### src/rtl/mem_bridge_pkg.sv
// Shared types and helpers for the parametrised load/store memory bridge.
// Funct3 width codes, FSM state encoding and access sizing functions.
package mem_bridge_pkg;

  localparam logic [2:0] F3_B  = 3'b000;
  localparam logic [2:0] F3_H  = 3'b001;
  localparam logic [2:0] F3_W  = 3'b010;
  localparam logic [2:0] F3_BU = 3'b100;
  localparam logic [2:0] F3_HU = 3'b101;

  typedef enum logic [1:0] {
    IDLE = 2'd0,
    ACC  = 2'd1,
    CAP  = 2'd2,
    DONE = 2'd3
  } state_e;

  // Zero marks a reserved width code.
  function automatic logic [2:0] access_bytes(input logic [2:0] f3);
    case (f3)
      F3_B, F3_BU: return 3'd1;
      F3_H, F3_HU: return 3'd2;
      F3_W:        return 3'd4;
      default:     return 3'd0;
    endcase
  endfunction

  function automatic logic [2:0] beats(input logic [2:0] f3, input int lanes);
    int n;
    n = int'(access_bytes(f3));
    if (n <= lanes) return 3'd1;
    return 3'(n / lanes);
  endfunction

  function automatic logic reserved_op(input logic store, input logic [2:0] f3);
    return (access_bytes(f3) == 3'd0) || (store && f3[2]);
  endfunction

  function automatic logic [1:0] align_mask(input logic [2:0] f3);
    case (access_bytes(f3))
      3'd2:    return 2'b01;
      3'd4:    return 2'b11;
      default: return 2'b00;
    endcase
  endfunction

endpackage

### src/rtl/mem_lane_align.sv
// Combinational lane steering: rotates store bytes onto memory lanes for one beat,
// and gathers captured load bytes into a sign- or zero-extended 32-bit result.
module mem_lane_align
  import mem_bridge_pkg::*;
#(
  parameter int MDW = 8
) (
  input  logic [1:0]       off,
  input  logic [2:0]       nbytes,
  input  logic [1:0]       beat,
  input  logic             sgn,
  input  logic [31:0]      wdat,
  input  logic [31:0]      cap,
  output logic [MDW/8-1:0] be,
  output logic [MDW-1:0]   wd,
  output logic [31:0]      rdata
);

  localparam int LANES = MDW / 8;

  always_comb begin
    int bpb;
    int rel;
    int src;
    int s;
    logic [31:0] gath;
    bpb  = 0;
    rel  = 0;
    src  = 0;
    s    = 0;
    gath = '0;
    be   = '0;
    wd   = '0;
    bpb = (int'(nbytes) < LANES) ? int'(nbytes) : LANES;
    // Lane l carries byte (l - off) of the current beat.
    for (int l = 0; l < LANES; l++) begin
      rel = (l + 4 - int'(off)) % LANES;
      src = int'(beat) * bpb + rel;
      if (rel < bpb && src < 4) begin
        be[l]         = 1'b1;
        wd[l*8 +: 8]  = wdat[src*8 +: 8];
      end
    end
    for (int j = 0; j < 4; j++) begin
      s = int'(off) + j;
      if (j < int'(nbytes) && s < 4) gath[j*8 +: 8] = cap[s*8 +: 8];
    end
    case (nbytes)
      3'd1:    rdata = {{24{sgn & gath[7]}}, gath[7:0]};
      3'd2:    rdata = {{16{sgn & gath[15]}}, gath[15:0]};
      default: rdata = gath;
    endcase
  end

endmodule

### src/rtl/mem_bridge.sv
// Splits RV32I loads/stores into MDW-wide memory beats with WAIT extra cycles per beat.
// Define MEM_BRIDGE_MISALIGN_ERR_EN to add an err output that rejects misaligned/reserved ops.
module mem_bridge
  import mem_bridge_pkg::*;
#(
  parameter int MABL = 19,
  parameter int MDW  = 8,
  parameter int WAIT = 0
) (
  input  logic                         clk,
  input  logic                         rst,
  input  logic                         req,
  input  logic                         opcode5,
  input  logic [2:0]                   funct3,
  input  logic [MABL-1:0]              mem_ad,
  input  logic [31:0]                  mem_wd,
  output logic                         ready,
  output logic [31:0]                  mem_rd,
  output logic                         busy,
  input  logic [MDW-1:0]               rd,
  output logic                         we,
  output logic [MDW/8-1:0]             be,
  output logic [MDW-1:0]               wd,
  output logic [MABL-$clog2(MDW/8)-1:0] ad
`ifdef MEM_BRIDGE_MISALIGN_ERR_EN
  ,
  output logic                         err
`endif
);

  localparam int LANES = MDW / 8;
  localparam int LSB   = $clog2(LANES);
  localparam int AW    = MABL - LSB;
  localparam logic [1:0] OFF_MASK = 2'(LANES - 1);

  state_e            state_q, state_d;
  logic [1:0]        beat_q, beat_d;
  logic [2:0]        wcnt_q, wcnt_d;
  logic              store_q, store_d;
  logic [2:0]        f3_q, f3_d;
  logic [MABL-1:0]   addr_q, addr_d;
  logic [31:0]       wdat_q, wdat_d;
  logic [31:0]       cap_q, cap_d;
  logic [31:0]       mem_rd_q, mem_rd_d;
  logic              ready_q, ready_d;
  logic              busy_q, busy_d;
  logic              we_q, we_d;
  logic [LANES-1:0]  be_q, be_d;
  logic [MDW-1:0]    wd_q, wd_d;
  logic [AW-1:0]     ad_q, ad_d;

  logic [LANES-1:0]  al_be;
  logic [MDW-1:0]    al_wd;
  logic [31:0]       al_rdata;
  logic [1:0]        req_mask;
  logic              bad_req;
  logic              last_beat;

  assign req_mask  = align_mask(funct3);
  assign last_beat = (3'(beat_q) + 3'd1) == beats(f3_q, LANES);

`ifdef MEM_BRIDGE_MISALIGN_ERR_EN
  logic err_q, err_d;
  assign bad_req = reserved_op(opcode5, funct3) || (|(mem_ad[1:0] & req_mask));
  assign err     = err_q;
`else
  assign bad_req = reserved_op(opcode5, funct3);
`endif

  always_comb begin
    state_d = state_q;
    beat_d  = beat_q;
    wcnt_d  = wcnt_q;
    store_d = store_q;
    f3_d    = f3_q;
    addr_d  = addr_q;
    wdat_d  = wdat_q;
    cap_d   = cap_q;
`ifdef MEM_BRIDGE_MISALIGN_ERR_EN
    err_d   = 1'b0;
`endif
    case (state_q)
      IDLE: begin
        if (req) begin
          store_d = opcode5;
          f3_d    = funct3;
          wdat_d  = mem_wd;
          beat_d  = 2'd0;
          wcnt_d  = 3'd0;
          cap_d   = '0;
`ifdef MEM_BRIDGE_MISALIGN_ERR_EN
          addr_d  = mem_ad;
          err_d   = bad_req;
`else
          addr_d  = {mem_ad[MABL-1:2], mem_ad[1:0] & ~req_mask};
`endif
          state_d = bad_req ? DONE : ACC;
        end
      end
      ACC: begin
        if (wcnt_q == 3'(WAIT)) begin
          wcnt_d = 3'd0;
          if (!store_q) begin
            state_d = CAP;
          end else if (last_beat) begin
            state_d = DONE;
          end else begin
            beat_d = beat_q + 2'd1;
          end
        end else begin
          wcnt_d = wcnt_q + 3'd1;
        end
      end
      CAP: begin
        // Memory data of this beat lands in capture bytes beat*LANES upward.
        for (int l = 0; l < LANES; l++) begin
          if (int'(beat_q) * LANES + l < 4)
            cap_d[(int'(beat_q) * LANES + l) * 8 +: 8] = rd[l*8 +: 8];
        end
        if (last_beat) begin
          state_d = DONE;
        end else begin
          beat_d  = beat_q + 2'd1;
          state_d = ACC;
        end
      end
      default: state_d = IDLE;
    endcase
  end

  mem_lane_align #(.MDW(MDW)) u_align (
    .off   (addr_d[1:0] & OFF_MASK),
    .nbytes(access_bytes(f3_d)),
    .beat  (beat_d),
    .sgn   (~f3_d[2]),
    .wdat  (wdat_d),
    .cap   (cap_d),
    .be    (al_be),
    .wd    (al_wd),
    .rdata (al_rdata)
  );

  // Outputs are registered from the next-state view so they line up with the state.
  always_comb begin
    ready_d  = (state_d == DONE);
    busy_d   = (state_d != IDLE);
    we_d     = (state_d == ACC) && store_d;
    be_d     = (state_d == ACC) ? al_be : '0;
    wd_d     = we_d ? al_wd : '0;
    ad_d     = (state_d == ACC) ? addr_d[MABL-1:LSB] + AW'(beat_d) : '0;
    mem_rd_d = mem_rd_q;
    if (state_d == DONE) mem_rd_d = (state_q == IDLE || store_q) ? 32'd0 : al_rdata;
  end

  always_ff @(posedge clk or posedge rst) begin
    if (rst) begin
      state_q  <= IDLE;
      beat_q   <= 2'd0;
      wcnt_q   <= 3'd0;
      store_q  <= 1'b0;
      f3_q     <= 3'd0;
      addr_q   <= '0;
      wdat_q   <= '0;
      cap_q    <= '0;
      mem_rd_q <= '0;
      ready_q  <= 1'b0;
      busy_q   <= 1'b0;
      we_q     <= 1'b0;
      be_q     <= '0;
      wd_q     <= '0;
      ad_q     <= '0;
`ifdef MEM_BRIDGE_MISALIGN_ERR_EN
      err_q    <= 1'b0;
`endif
    end else begin
      state_q  <= state_d;
      beat_q   <= beat_d;
      wcnt_q   <= wcnt_d;
      store_q  <= store_d;
      f3_q     <= f3_d;
      addr_q   <= addr_d;
      wdat_q   <= wdat_d;
      cap_q    <= cap_d;
      mem_rd_q <= mem_rd_d;
      ready_q  <= ready_d;
      busy_q   <= busy_d;
      we_q     <= we_d;
      be_q     <= be_d;
      wd_q     <= wd_d;
      ad_q     <= ad_d;
`ifdef MEM_BRIDGE_MISALIGN_ERR_EN
      err_q    <= err_d;
`endif
    end
  end

  assign ready  = ready_q;
  assign mem_rd = mem_rd_q;
  assign busy   = busy_q;
  assign we     = we_q;
  assign be     = be_q;
  assign wd     = wd_q;
  assign ad     = ad_q;

endmodule
### config.mk
export PLATFORM = sky130hd
export DESIGN_NAME = mem_bridge
export DESIGN_NICKNAME = d
export VERILOG_FILES = /design/src/rtl/mem_bridge_pkg.sv /design/src/rtl/mem_lane_align.sv /design/src/rtl/mem_bridge.sv
export SDC_FILE = /design/constraint.sdc
export NUM_CORES = 1
export LEC_CHECK = 0
export CORE_MARGIN = 3
export CORE_UTILIZATION = 25
export CTS_CLUSTER_DIAMETER = 150
export DETAILED_ROUTE_END_ITERATION = 16
export HOLD_SLACK_MARGIN = 0.12
export SYNTH_ARGS = -nofsm -noshare
export SYNTH_HDL_FRONTEND = slang
export SYNTH_SLANG_ARGS = --single-unit
export TNS_END_PERCENT = 10
### constraint.sdc
create_clock -name clk -period 5.95 [get_ports clk]
set_input_delay 0.595 -clock clk [delete_from_list [all_inputs] [get_ports clk]]
set_output_delay 0.595 -clock clk [all_outputs]
set_load 0.01 [all_outputs]
* Word-level counts from Yosys, hierarchy flattened
Index checks and enable logic that the tools add are counted.
** Word-level totals
- Bits in registers :: 157
- Input port bits :: 66
- Output and inout bits :: 63
** Cells by class
- $add $sub $neg :: 5
- $mul :: 1
- Magnitude comparators :: 9
- Equality and inequality tests :: 22
- Shift-type cells :: 3
- Muxes and demuxes :: 46
- Bitwise logic cells :: 5
- Reductions and logical operators :: 20
** Operators by type and width (count)
- 32-bit two-way mux :: 5
- 32-bit one-hot mux with 2 select lines :: 2
- 19-bit two-way mux :: 3
- 8-bit two-way mux :: 6
- 5-bit negator with 33-bit output :: 1
- 8-bit by 33-bit variable shift with 32-bit output, first input constant :: 1
- 8-bit by 33-bit variable part select with 32-bit output :: 1
- 32-bit bitwise mux :: 1
- 1-bit by 32-bit < comparator with 1-bit output, first input constant :: 1
- 32-bit by 4-bit < comparator with 1-bit output, second input constant :: 1
- 3-bit by 32-bit multiplier with 32-bit output :: 1
- 32-bit by 32-bit variable part select with 8-bit output :: 1
- 3-bit one-hot mux with 3 select lines :: 3
- 3-bit == test, second input constant :: 7
- 3-bit two-way mux :: 7
- 2-bit two-way mux :: 10
- 19-bit by 2-bit adder with 19-bit output :: 1
- 3-bit by 2-bit == test with 1-bit output, second input constant :: 5
- 3-bit zero test :: 5
- 3-bit by 1-bit == test with 1-bit output, second input constant :: 4
- 2-bit one-hot mux with 3 select lines :: 2
- 2-bit OR reduction :: 6
- 1-bit by 3-bit < comparator with 1-bit output, first input constant :: 2
- 2-bit by 3-bit < comparator with 1-bit output, first input constant :: 2
- 22 further kinds :: 33

* Depth between registers and ports, before layout
Gate-level depths: netlist of the first run.
- Word-level depth :: 16
- Gate-level depth with buffers :: 15

* By module
A second synthesis of the first run with hierarchy kept.
** Second synthesis, totals
- Cells, all modules :: 719
- Area, all modules :: 7582.3 µm²
** By module, submodules not included
- mem_bridge :: instances 1, cells each 587, area each 6446.2 µm²
- mem_lane_align :: instances 1, cells each 132, area each 1136.1 µm²

* Worst setup path after synthesis of the first run
OpenSTA, ideal clock, no wires.
- Kind :: register -> register
- Start :: register beat_q[0]
- End :: register ad_q[18] (netlist: ad[18])
- Library setup time :: 0.135 ns
- Arrival :: 3.296 ns
- Required time :: 5.815 ns
- Path slack :: 2.519 ns
- Stages on the path, launching flop included :: 15
- Path through :: dfrtp_1 inv_1 ha_1 clkbuf_1 or4bb_1 o31ai_1 o211ai_1 nand2_1 ha_1 inv_1 fa_1 nor4_2 buf_2 nand4_1 nor3b_1
** On the way
- Cells in the longest elaborated chain, start to end :: 8
- Elaborated cells on any way between the ends :: 16
- Classes of those cells :: add/sub: 3; eq/ne: 2; mux: 11
** RTL lines
- start: declaration :: RTL line mem_bridge.sv:37 : logic [1:0] beat_q, beat_d;
- start signal: assignment :: RTL line mem_bridge.sv:177 : beat_q <= beat_d;
- 2-bit by 1-bit adder with 3-bit output :: RTL line mem_bridge.sv:60 : assign last_beat = (3'(beat_q) + 3'd1) == beats(f3_q, LANES);
- 3-bit == test :: RTL line mem_bridge.sv:60
- 2-bit two-way mux :: RTL line mem_bridge.sv:105, mem_bridge.sv:120
- 2-bit two-way mux :: RTL line mem_bridge.sv:103 : if (!store_q) begin
- 2-bit two-way mux :: RTL line mem_bridge.sv:101 : if (wcnt_q == 3'(WAIT)) begin
- 2-bit one-hot mux with 3 select lines * :: RTL line mem_bridge.sv:82 : case (state_q)
- net beat_d[0] :: RTL line mem_bridge.sv:37
- 19-bit by 2-bit adder with 19-bit output * :: RTL line mem_bridge.sv:150 : ad_d = (state_d == ACC) ? addr_d[MABL-1:LSB] + AW'(beat_d) : '0;
- 19-bit two-way mux * :: RTL line mem_bridge.sv:150
- net ad_d[18] :: RTL line mem_bridge.sv:50 : logic [AW-1:0] ad_q, ad_d;
- end signal: assignment :: RTL line mem_bridge.sv:171 : ad_q <= '0;
- end signal: assignment :: RTL line mem_bridge.sv:190 : ad_q <= ad_d;
- end: declaration :: RTL line mem_bridge.sv:50
The timed path passes the listed nets; every way through them passes the cells marked *.
A chain may end at the register's enable or synchronous reset.

* Worst setup path in the final report of the first run
Same ends and word-level chain as after synthesis.

==> results list, run 1 <==
- The total area inside the core boundary comes to between 20000 and 30000 sq um.
- In the final layout, the share of cells above drive strength 1 is 0.169.
* Library cell occupying the most area in the post-synthesis netlist: sky130_fd_sc_hd__dfrtp_1
- Gr ovfl total: 0
* Floorplan die width: ~180 um
* P_sw: roughly 1.9 mW
- The first global-routing pass estimated about 33000 um of wire.
* Register clock-pin slew on the reported worst setup and hold paths: approximately 0.070 ns
- Post-Syn Area per Cell: roughly 11 sq um
- Across every metal layer, demand over resource in global routing totals 0.126.
* Synth async-reset ratio: 1.00
- Synth unique cells: a little under 70
- Count of placed standard cells in the final layout, fillers left out: 1207
- In the synthesized netlist, the cells that appear most often are sky130_fd_sc_hd__dfrtp_1 (157), sky130_fd_sc_hd__nand2_1 (63), sky130_fd_sc_hd__o21ai_0 (60).
- Worst setup slack after layout: between 1.5 and 2 ns
- Number of storage elements in the synthesis netlist: 157
* Number of fill cells in the layout: about 3000
- IR drop worst, VDD: around 0.00022 V
- The max-slew violation count came to 0.
- Die Y: 180 um
* Biggest area contributors in the synthesized netlist: sky130_fd_sc_hd__dfrtp_1 (52%), sky130_fd_sc_hd__mux2_2 (7.1%), sky130_fd_sc_hd__o31ai_2 (5.0%), sky130_fd_sc_hd__o21ai_0 (4.0%), sky130_fd_sc_hd__nand2_1 (3.1%)
* Detailed placer's ending HPWL: roughly 14000 um
* Achievable Freq: roughly 0.23 GHz
* Run status: completed
- Total leakage power: 4.22 nW
- The via count of the first global-routing pass is 5841.
* Max-cap viol count: 0
* Critical Setup Path Class: register to register
- CTS tree: done
- Buffers placed on the I/O ports in this run total between 100 and 150.
- Routability-driven placement finished with a final weighted congestion of roughly 0.80.
* Violation count after the first detailed-routing iteration: about 270
- Mapped Area: around 7600 sq um
* Total I/O pin count: roughly 130
- After clock tree synthesis, the repair step resized 0 gates.
- Worst skew pair latency: about 0.43 ns
- For the final routed database, the setup TNS stands at 0 ns.
- Post-Layout Inst Area: slightly below 10000 sq um
- Worst slew margin relative to its limit: 0.210
- Across the whole layout, storage elements account for around 3900 sq um.
- Startpoint kind of the worst setup timing path: register
- Entering global routing, the biggest net connects 103 pins.
- After layout, the minimum clock period comes to roughly 4.4 ns.
- RSZ-0062 raised after global routing: no
- Library cell with the highest instance count after synthesis: sky130_fd_sc_hd__dfrtp_1
- Of the synthesized area, sequential elements account for 0.519.
* Area share of the largest cell type after synthesis: 0.519
- Dividing the final minimum period by the clock period gives 0.738.
- The initial antenna violation count is 0.
* Post-synth EDFFs: 0
- The first TritonRoute pass finished after 4 iterations.
- Hold buffer count at cts: 0
* Critical Path Fanout Max: 16
- Count of synthesis-stage warnings from yosys: 0
* DRC violation count after routing: 0
* Via count: 5640
- Clock tree synthesis inserted a total of 17 buffers.
* Final Hold Fails: 0
- Tot Pwr: 4.78 mW
- Dividing total power by cell area gives a power density of around 500 nW/um^2.
- Number of cells after detailed placement: about 1200
* Deepest clock path buffer count: 2
- The clock tree synthesis step divided the H-tree into 4 levels.
* Post-CTS setup repair buffer count: 0
* Synthesized instance count: approximately 700
- Worst clock skew on the final layout: between 0.01 and 0.015 ns
- Count of antenna-violating nets left after detailed routing: 0
- Final setup violation count: 0
* Type of the tightest min-delay check: register to register
* Area used by multi-input combinational logic: 3300 sq um
* Starting density of the core: 0.255
- The share of total power dissipated in the clock network is 0.240.
- Per-cell routed wire length: 17.0 um
- Required time at the endpoint of the critical path: roughly 6.3 ns
- STA classifies the critical path endpoint as a register.
- The area growth from synthesis to layout is 29.5%.
* Total routed wirelength: 20500 um
- Timing analysis after detailed placement gives a worst setup slack of around 1.6 ns.
* Number of vias per cell after detailed routing: roughly 4.7
- Row cnt: 63
- Transition time of the tightest slew-check pin: roughly 1.2 ns
* Reg power frac: 0.336
- CTS sink cnt: ~160
* Final net count: slightly below 900
- In this run the clock root is driven by a sky130_fd_sc_hd__clkbuf_16.
- Signal arrival time at the worst endpoint: around 4.7 ns
- DIE AREA: around 32000 sq um
- Switching power share of the total: 0.394
* Internal power of the cells: approximately 2.9 mW
- Summing all placed instances gives a cell area of 9180 sq um.
- Among all flip-flop cells after synthesis, the most frequent one is sky130_fd_sc_hd__dfrtp_1.
- Combinational power share: 0.424
==> per-stage QoR <==
step / hold slack (ns) / util
CTS: 0.487 / 0.330
floorplan: 0.442 / -
global placement: 0.469 / 0.309
global route: 0.507 / 0.330
detailed placement: 0.469 / 0.309
finish: 0.487 / 0.330
==> power by group through the flow <==
| stage | Combinational [mW] | Clock [mW] | Sequential, mW |
|---|---|---|---|
| 2_1_floorplan | 1.41 | 0 | 1.59 |
| 3_3_place_gp | 2.03 | 0 | 1.62 |
| 3_5_place_dp | 2.05 | 0 | 1.63 |
| 4_1_cts | 2.06 | 1.18 | 1.61 |
| 5_1_grt | 2.25 | 1.23 | 1.65 |
| 6_report | 2.03 | 1.15 | 1.61 |
==> registers in the layout, indices dropped and copies added, names as in the netlist <==
name / count
ad: 19
addr_q: 19
be: 1
beat_q: 2
busy: 1
cap_q: 32
f3_q: 3
mem_rd: 32
ready: 1
state_q: 2
store_q: 1
wcnt_q: 3
wd: 8
wdat_q: 32
we: 1
==> kinds of logic after synthesis <==
| family | Yosys count | synth area share |
|---|---|---|
| xor gates and xnor gates | 5 | 0.00578 |
| buffers and inverters | 75 | 0.0471 |
| AOI/OAI and AO/OA | 181 | 0.176 |
| DFF | 157 | 0.519 |
| other | 2 | 0.000992 |
| adders and majority gates | 15 | 0.0268 |
| muxes | 63 | 0.0925 |
| and+or+nand+nor | 191 | 0.132 |
==> routing by layer <==
metal  vias to the layer above  share of wire  wire [um]  GRT usage
met4                         0          0.018        364     0.0418
li1                       2689              -          -          -
met5                         -              0          0          0
met1                      2806           0.46       9480      0.167
met3                        28          0.054       1120     0.0365
met2                       117           0.46       9520      0.197
==> worst max-delay path, stage by stage (launching register included) <==
cell                       delay, ns
sky130_fd_sc_hd__dfrtp_1        0.65
sky130_fd_sc_hd__inv_1          0.24
sky130_fd_sc_hd__ha_1           0.56
sky130_fd_sc_hd__or4bb_1        0.43
sky130_fd_sc_hd__o31ai_1        0.12
sky130_fd_sc_hd__o211ai_1       0.17
sky130_fd_sc_hd__nand2_1        0.15
sky130_fd_sc_hd__ha_1           0.18
sky130_fd_sc_hd__inv_1          0.05
sky130_fd_sc_hd__fa_1           0.45
sky130_fd_sc_hd__nor4_2         0.87
sky130_fd_sc_hd__a31oi_1        0.18
sky130_fd_sc_hd__nor3b_1        0.23
==> area by class of cell <==
| cell class | count | area share |
|---|---|---|
| Clock inverter | 15 | 0.0202 |
| Antenna cell | 1 | 0.000255 |
| Timing Repair Buffer | 136 | 0.137 |
| Sequential cell | 157 | 0.401 |
| Inverter | 32 | 0.0128 |
| Tap cell | 390 | 0.0498 |
| Clock buffer | 17 | 0.0434 |
| Multi-Input combinational cell | 459 | 0.336 |
==> cell usage in the layout (no fill, tap or decap), drive strengths merged, types with 4 or more instances in the layout <==
master	synthesis	layout
buf	22	8
nand2	63	63
mux2	50	50
clkdlybuf4s50	0	128
ha	13	13
nand4	6	6
nor3	14	14
nand3b	4	4
dfrtp	157	157
conb	2	4
a31oi	5	5
and3	7	7
nand3	21	21
a22o	12	12
nor2b	5	5
inv	32	41
or2	4	4
mux2i	13	13
o31ai	34	34
nand2b	5	5
xnor2	5	5
clkbuf	21	17
a21oi	34	34
nor2	36	36
o21ai	63	63
a22oi	9	9
==> final timing paths <==
kind / startpoint / to / slack (ns) / cells past startpoint
setup / recovery: beat_q[0]$_DFF_PP0_ / ad[18]$_DFF_PP0_ / 1.56 / 12
hold / removal: wdat_q[23]$_DFF_PP0_ / wdat_q[23]$_DFF_PP0_ / 0.49 / 2
setup reg to reg: beat_q[0]$_DFF_PP0_ / ad[18]$_DFF_PP0_ / 1.56 / 12
hold reg to reg: wdat_q[23]$_DFF_PP0_ / wdat_q[23]$_DFF_PP0_ / 0.49 / 2
max in group asynchronous: rst / cap_q[7]$_DFF_PP0_ / 3.89 / 3
min in group asynchronous: rst / busy$_DFF_PP0_ / 0.75 / 2
(Power assumes the default switching activity.)
==> inputs of run 2 (changes only) <==
clock period = 3.8 ns   (was 5.95 ns; I/O delays follow)
==> results list, run 2 (synthesized netlist as in run 1, its figures left out) <==
* Run status: completed
- The finished cells cover just under 10000 sq um.
- The worst setup path is captured at a register.
- At the pin with the least slew margin, the transition time is 0.813 ns.
* Slowest cell on the critical path: sky130_fd_sc_hd__a22oi_1
* Critical Path Fanout Max: 11
- Final cell utilization of the core: 0.334
- Fraction of final layout cells with drive strength greater than 1: 0.181
* Via count: 5602
- Post-CTS repair changed the size of 0 cells.
- Total I/O pin count: about 130
- Most frequent cells in the layout: sky130_fd_sc_hd__dfrtp_1 (157), sky130_fd_sc_hd__clkdlybuf4s50_1 (128), sky130_fd_sc_hd__nand2_1 (63)
* RSZ-0062 raised after global routing: no
- Clock latency on the worst-skew pair, taken at its later pin, is approximately 0.43 ns.
- Wires add up to 20300 um.
- The congestion estimate from routability-driven global placement came to 0.831.
- Measured in cells, the most critical reg-to-reg path has a length of 12.
- Port buffering added approximately 130 buffers.
- Startpoint kind of the worst setup timing path: register
* Hold buffer count at cts: 0
* DRC violation count after routing: 0
- The initial antenna violation count came to 1.
- The worst-case IR drop observed on VDD is 0.000395 V.
- Row generation in the floorplan step produced between 60 and 70 rows.
- The internal power of the cells totals ~4.7 mW.
* Final Max Slew Viols: 0
- The share of total power dissipated in combinational logic is 0.439.
- Number of fill cells in the layout: 2961
- The HPWL after detailed placement is ~15000 um.
- For this run, the detailed router's first-pass iteration total came to 5.
- Final net count: about 900
* Starting density of the core: 0.255
- In this run the vertical extent of the chip is approximately 180 um.
* Longest individual stage delay on the worst path: around 0.49 ns
- For this design, the sink count on the clock tree is around 160.
- Layout Area Growth over Synthesis: 31.2%
- The longest clock path from root to sink contains 2 buffers.
* Worst clock skew on the final layout: about 0.014 ns
- Across the run, the number of max-cap violations was 0.
- Setup total negative slack on the finished layout was measured at 0 ns.
- Gr ovfl total: 0
- Tot Pwr: between 7 and 8 mW
- Setup violations remaining at the end of the flow were counted as 0.
* Root buf cell: sky130_fd_sc_hd__clkbuf_16
* Fin crit share: 0.911
* Post-CTS setup repair buffer count: 0
* Register clock-pin slew on the reported worst setup and hold paths: roughly 0.07 ns
- Share of power burned in the clock network: 0.238
- Traced cell by cell, the critical path runs through inv_1, ha_1, buf_4, a41oi_1, o221ai_1, a22oi_1, nor2_1, ha_1, inv_1, mux2_2, nand3_1, a21oi_1.
- In this run the power spent charging and discharging nets is around 3 mW.
* Final Hold Fails: 0
- The via count of the first global-routing pass is around 5800.
- Number of vias per cell after detailed routing: 4.59
- In this run the remaining antenna-violating nets after routing total 0.
- Leading cell type in the layout, fill and taps excluded: sky130_fd_sc_hd__dfrtp_1
- Floorplan die width: about 180 um
- For this block, the initial DRC count from the detailed router was around 360.
- Required time at the endpoint of the critical path: roughly 4.1 ns
* Critical Setup Path Class: register to register
- Total leakage power: 4.28 nW
* Cell Area, Placed: 9310 sq um
- CORE AREA: between 20000 and 30000 sq um
- Entering global routing, the biggest net connects between 60 and 70 pins.
- The clock period could shrink to 3.46 ns.
* All-layer global routing usage: 0.126
- CTS tree: done
- The path class of the tightest hold or removal check is input pin to asynchronous set/reset pin.
- Buffers inserted during clock tree synthesis total 17.
* Number of H-tree branching levels: 4
- In this run the power density over the cells is between 700 and 800 nW/um^2.
* Signal arrival time at the worst endpoint: roughly 3.8 ns
- In this run the tightest slew margin relative to its limit is 0.458.
- Global-route wire length before repair: 32800 um
- In the final routed layout, each cell accounts on average for 16.7 um.
* Reg power frac: 0.324
* Switching power share of the total: 0.385
- DIE AREA: about 32000 sq um
- Achievable Freq: approximately 0.29 GHz
[run 2: cell types whose count changed in the layout (fill, tap and decap cells not counted), moves of 2 or more]
cell                         previous run  this run
sky130_fd_sc_hd__buf_12                 0         3
sky130_fd_sc_hd__buf_4                  8        18
sky130_fd_sc_hd__clkinv_8               2         0
sky130_fd_sc_hd__clkinvlp_4             1         5
sky130_fd_sc_hd__inv_6                  6         4
sky130_fd_sc_hd__inv_8                  4         2
[run 2: path summary, 6_finish.rpt]
| path | from | endpoint | slack (ns) |
|---|---|---|---|
| max in group asynchronous | rst | ready$_DFF_PP0_ | 2.60 |
| min reg2reg | wdat_q[13]$_DFF_PP0_ | wdat_q[13]$_DFF_PP0_ | 0.49 |
| max | beat_q[0]$_DFF_PP0_ | wd[0]$_DFF_PP0_ | 0.34 |
| max reg2reg | beat_q[0]$_DFF_PP0_ | wd[0]$_DFF_PP0_ | 0.34 |
| min in group clk | wdat_q[13]$_DFF_PP0_ | wdat_q[13]$_DFF_PP0_ | 0.49 |
| min | rst | wdat_q[26]$_DFF_PP0_ | 0.43 |
[run 2: critical path: cells and delay by family, from the launching register on]
kind                       cells  cell delay [ns]
AOI/OAI and AO/OA              4             0.92
buffers and inverters          3             0.77
adders and majority gates      2             0.64
muxes                          1             0.42
DFF                            1             0.37
and+or+nand+nor                2             0.20
[run 2: metal layers]
metal / global-route usage / wire length, um / up-vias / part of all wire
met4: 0.0316 / 245 / 2 / 0.012
met5: 0 / 13 / - / 0.00064
met2: 0.198 / 9510 / 105 / 0.47
met3: 0.0412 / 1220 / 22 / 0.060
met1: 0.170 / 9350 / 2749 / 0.46
li1: - / - / 2724 / -
[run 2: layout make-up]
| class | count | area (sq um) | share of cell area |
|---|---|---|---|
| antenna | 1 | 2.50 | 0.000252 |
| clock buffer | 19 | 443 | 0.0446 |
| clock inverter | 13 | 178 | 0.0179 |
| inverter | 32 | 124 | 0.0125 |
| multi-input combinational | 459 | 3300 | 0.332 |
| sequential | 157 | 3930 | 0.395 |
| tap | 390 | 488 | 0.0491 |
| timing repair buffer | 149 | 1480 | 0.149 |
[run 2: power groups by stage]
stage | Sequential, mW | Clock [mW] | Combinational (mW)
detailed placement | 2.49 | 0 | 3.37
floorplan | 2.50 | 0 | 2.21
CTS | 2.47 | 1.85 | 3.39
global route | 2.52 | 1.92 | 3.70
global placement | 2.48 | 0 | 3.34
finish | 2.46 | 1.80 | 3.33
[run 2: stage by stage]
step / std cells / worst slack, ns / hold slack (ns)
after floorplan: 691 / 0.369 / 0.442
after global placement: 1187 / 0.304 / 0.476
after detailed placement: 1187 / 0.267 / 0.483
after CTS: 1219 / 0.324 / 0.445
after global routing: 1219 / 0.0275 / 0.487
final: 1220 / 0.338 / 0.433
==> inputs of run 3 (changes only) <==
RECOVER_POWER = 50   (was not set)
==> results list, run 3 (synthesized netlist as in run 1, its figures left out) <==
- In this run the static leakage power is 4.34 nW.
- Largest net degree at the start of global routing: 65
- The setup check on the worst reg-to-reg path leaves a slack of around 0.34 ns.
- STA classifies the critical path startpoint as a register.
- The worst-case IR drop observed on VDD is roughly 0.00039 V.
- Failing checks: capacitance limit, slew limit
* Fraction of final layout cells with drive strength greater than 1: 0.180
- The run finished, with violations left.
- TritonCTS built the clock tree.
* Total power density per cell area: about 760 nW/um^2
- Signal arrival time at the worst endpoint: 3.75 ns
- Adding up every negative setup slack in the final design gives 0 ns.
- Summing internal, switching and leakage power gives ~7.6 mW.
- Die Y: ~180 um
- Summed over all layers, the routed wires come to around 20000 um.
- DRC violation count after routing: 0
- Leading cell type in the layout, fill and taps excluded: sky130_fd_sc_hd__dfrtp_1
- Number of antenna violations at the first check in global routing: 1
* Starting density of the core: 0.255
- Worst setup slack after layout: 0.338 ns
* Final setup violation count: 0
- The worst pin sits at a relative slew slack of -0.0612.
* Slowest cell on the critical path: sky130_fd_sc_hd__a22oi_1
- Floorplan die width: around 180 um
- RSZ-0062 raised after global routing: no
* Critical Setup Path Class: register to register
- Crit path buffers/inverters: 3
* CTS sink cnt: ~160
* Gr ovfl total: 0
- The tightest hold path in the finished design has a slack of 0.494 ns.
- Grouping stages by cell kind, the critical path spends the most delay in compound AO/OA/AOI/OAI gates.
* Worst R2R Path Depth: 12
- The first global-routing pass estimated roughly 33000 um of wire.
- Final net count: approximately 900
- Register clock-pin slew on the reported worst setup and hold paths: around 0.060 ns
- Uppermost layer routed: met5
- Per-cell routed wire length: approximately 17 um
- Worst skew pair latency: about 0.43 ns
- Walking the worst path, the cells encountered are inv_1, ha_1, buf_4, a41oi_1, o221ai_1, a22oi_1, nor2_1, ha_1, inv_1, mux2_2, nand3_1, a21oi_1.
- Number of clock buffers inserted by TritonCTS: 17
- In this design, the stage delay of the slowest critical-path cell is 0.48 ns.
- Routed length on met2: 9600 um
- Routability congestion estimate from global placement: 0.831
- Post-CTS setup repair buffer count: 0
- around 130 I/O pins were placed.
* Cell Area, Placed: between 9000 and 10000 sq um
- DIE AREA: between 30000 and 40000 sq um
- The tightest min-delay check is of the register to register type.
- During placement, the flow inserted port buffers numbering approximately 130.
- Critical Path Fanout Max: 11
* Post-Layout Inst Area: 9890 sq um
* Required time at the endpoint of the critical path: about 4 ns
- The worst register-to-register path begins at beat_q[0]$_DFF_PP0_.
* Hold buffer count at cts: 0
* Count of instances resized after the clock tree is built: 0
* Violation count after the first detailed-routing iteration: roughly 390
- Instance count on the critical path: 12
- Row cnt: 63
* Number of vias per cell after detailed routing: between 4 and 5
* Amount of wire on met3 after detailed routing: 1200 um
* Via count of the first global-routing pass: 5767
* Worst setup startpoint: beat_q[0]$_DFF_PP0_
- Detailed placer's ending HPWL: approximately 15000 um
- In the finished design, the share of the clock period the worst path needs comes to 0.911.
* Number of H-tree branching levels: 4
* Final Max Slew Viols: 130
- The count of nets left with antenna violations once routing finished came out at 0.
- Root buf cell: sky130_fd_sc_hd__clkbuf_16
* Layout Area Growth over Synthesis: 30.6%
- Leaving out fill and tap cells, the most frequent cells in the layout are sky130_fd_sc_hd__dfrtp_1 (157), sky130_fd_sc_hd__clkdlybuf4s50_1 (103), sky130_fd_sc_hd__nand2_1 (63).
* Transition time of the tightest slew-check pin: 1.59 ns
- The detailed router put a total of about 9200 um of wire on met1.
- For this run, the top clock speed supported by timing is 0.289 GHz.
* Time the final worst path needs with I/O delays and setup: ~3.5 ns
- OpenSTA, run right after detailed placement, puts the worst setup slack at ~0.27 ns.
* Worst clock skew on the final layout: 0.0132 ns
- Crit. End Element: register
- DRT Pass-1 Iters: 4
* Reg2Reg Capture Point: wd[0]$_DFF_PP0_
* CORE AREA: 29700 sq um
* All-layer global routing usage: 0.126
- Via count: around 5600
* Deepest clock path buffer count: 2
* Max-cap viol count: 2
* Final Hold Fails: 0
* Capture point of the worst path: wd[0]$_DFF_PP0_
[run 3: area by class of cell]
class,instances,area (sq um)
fill,2965,19800
sequential,157,3930
multi-input combinational,459,3280
timing repair buffer,149,1450
tap,390,488
clock buffer,19,443
clock inverter,13,178
inverter,32,121
antenna,1,2.50
[run 3: worst reg2reg max path, stage by stage, from the launching register on]
cell	delay, ns
sky130_fd_sc_hd__dfrtp_1	0.37
sky130_fd_sc_hd__inv_1	0.19
sky130_fd_sc_hd__ha_1	0.34
sky130_fd_sc_hd__buf_4	0.19
sky130_fd_sc_hd__a41oi_1	0.19
sky130_fd_sc_hd__o221ai_1	0.15
sky130_fd_sc_hd__a22oi_1	0.48
sky130_fd_sc_hd__nor2_1	0.11
sky130_fd_sc_hd__ha_1	0.31
sky130_fd_sc_hd__inv_1	0.39
sky130_fd_sc_hd__mux2_2	0.43
sky130_fd_sc_hd__nand3_1	0.09
sky130_fd_sc_hd__a21oi_1	0.09
[run 3: where the power goes]
part	total, mW	internal (mW)	switching [mW]
clock network	1.80	1.07	0.736
registers	2.45	2.21	0.245
logic	3.30	1.37	1.92
total	7.55	4.65	2.91
[run 3: how the worst min path moves through the flow]
stage | slack (ns) | cells after the start | from | end
floorplan | 0.44 | 2 | wdat_q[23]$_DFF_PP0_ | wdat_q[23]$_DFF_PP0_
global placement | 0.48 | 1 | wdat_q[25]$_DFF_PP0_ | wdat_q[25]$_DFF_PP0_
detailed placement | 0.48 | 1 | wdat_q[7]$_DFF_PP0_ | wdat_q[7]$_DFF_PP0_
CTS | 0.44 | 2 | rst | wdat_q[27]$_DFF_PP0_
global route | 0.51 | 1 | wdat_q[5]$_DFF_PP0_ | wdat_q[5]$_DFF_PP0_
finish | 0.49 | 1 | wdat_q[29]$_DFF_PP0_ | wdat_q[29]$_DFF_PP0_
[run 3: per-stage QoR]
stage | util | std cells
floorplan | - | 691
finish | 0.333 | 1220
global route | 0.333 | 1219
CTS | 0.334 | 1219
global placement | 0.313 | 1187
detailed placement | 0.313 | 1187
[run 3: metal layers]
layer | vias up | track usage
met5 | - | 0
met4 | 2 | 0.0316
met3 | 21 | 0.0412
met2 | 101 | 0.198
met1 | 2762 | 0.170
li1 | 2720 | -
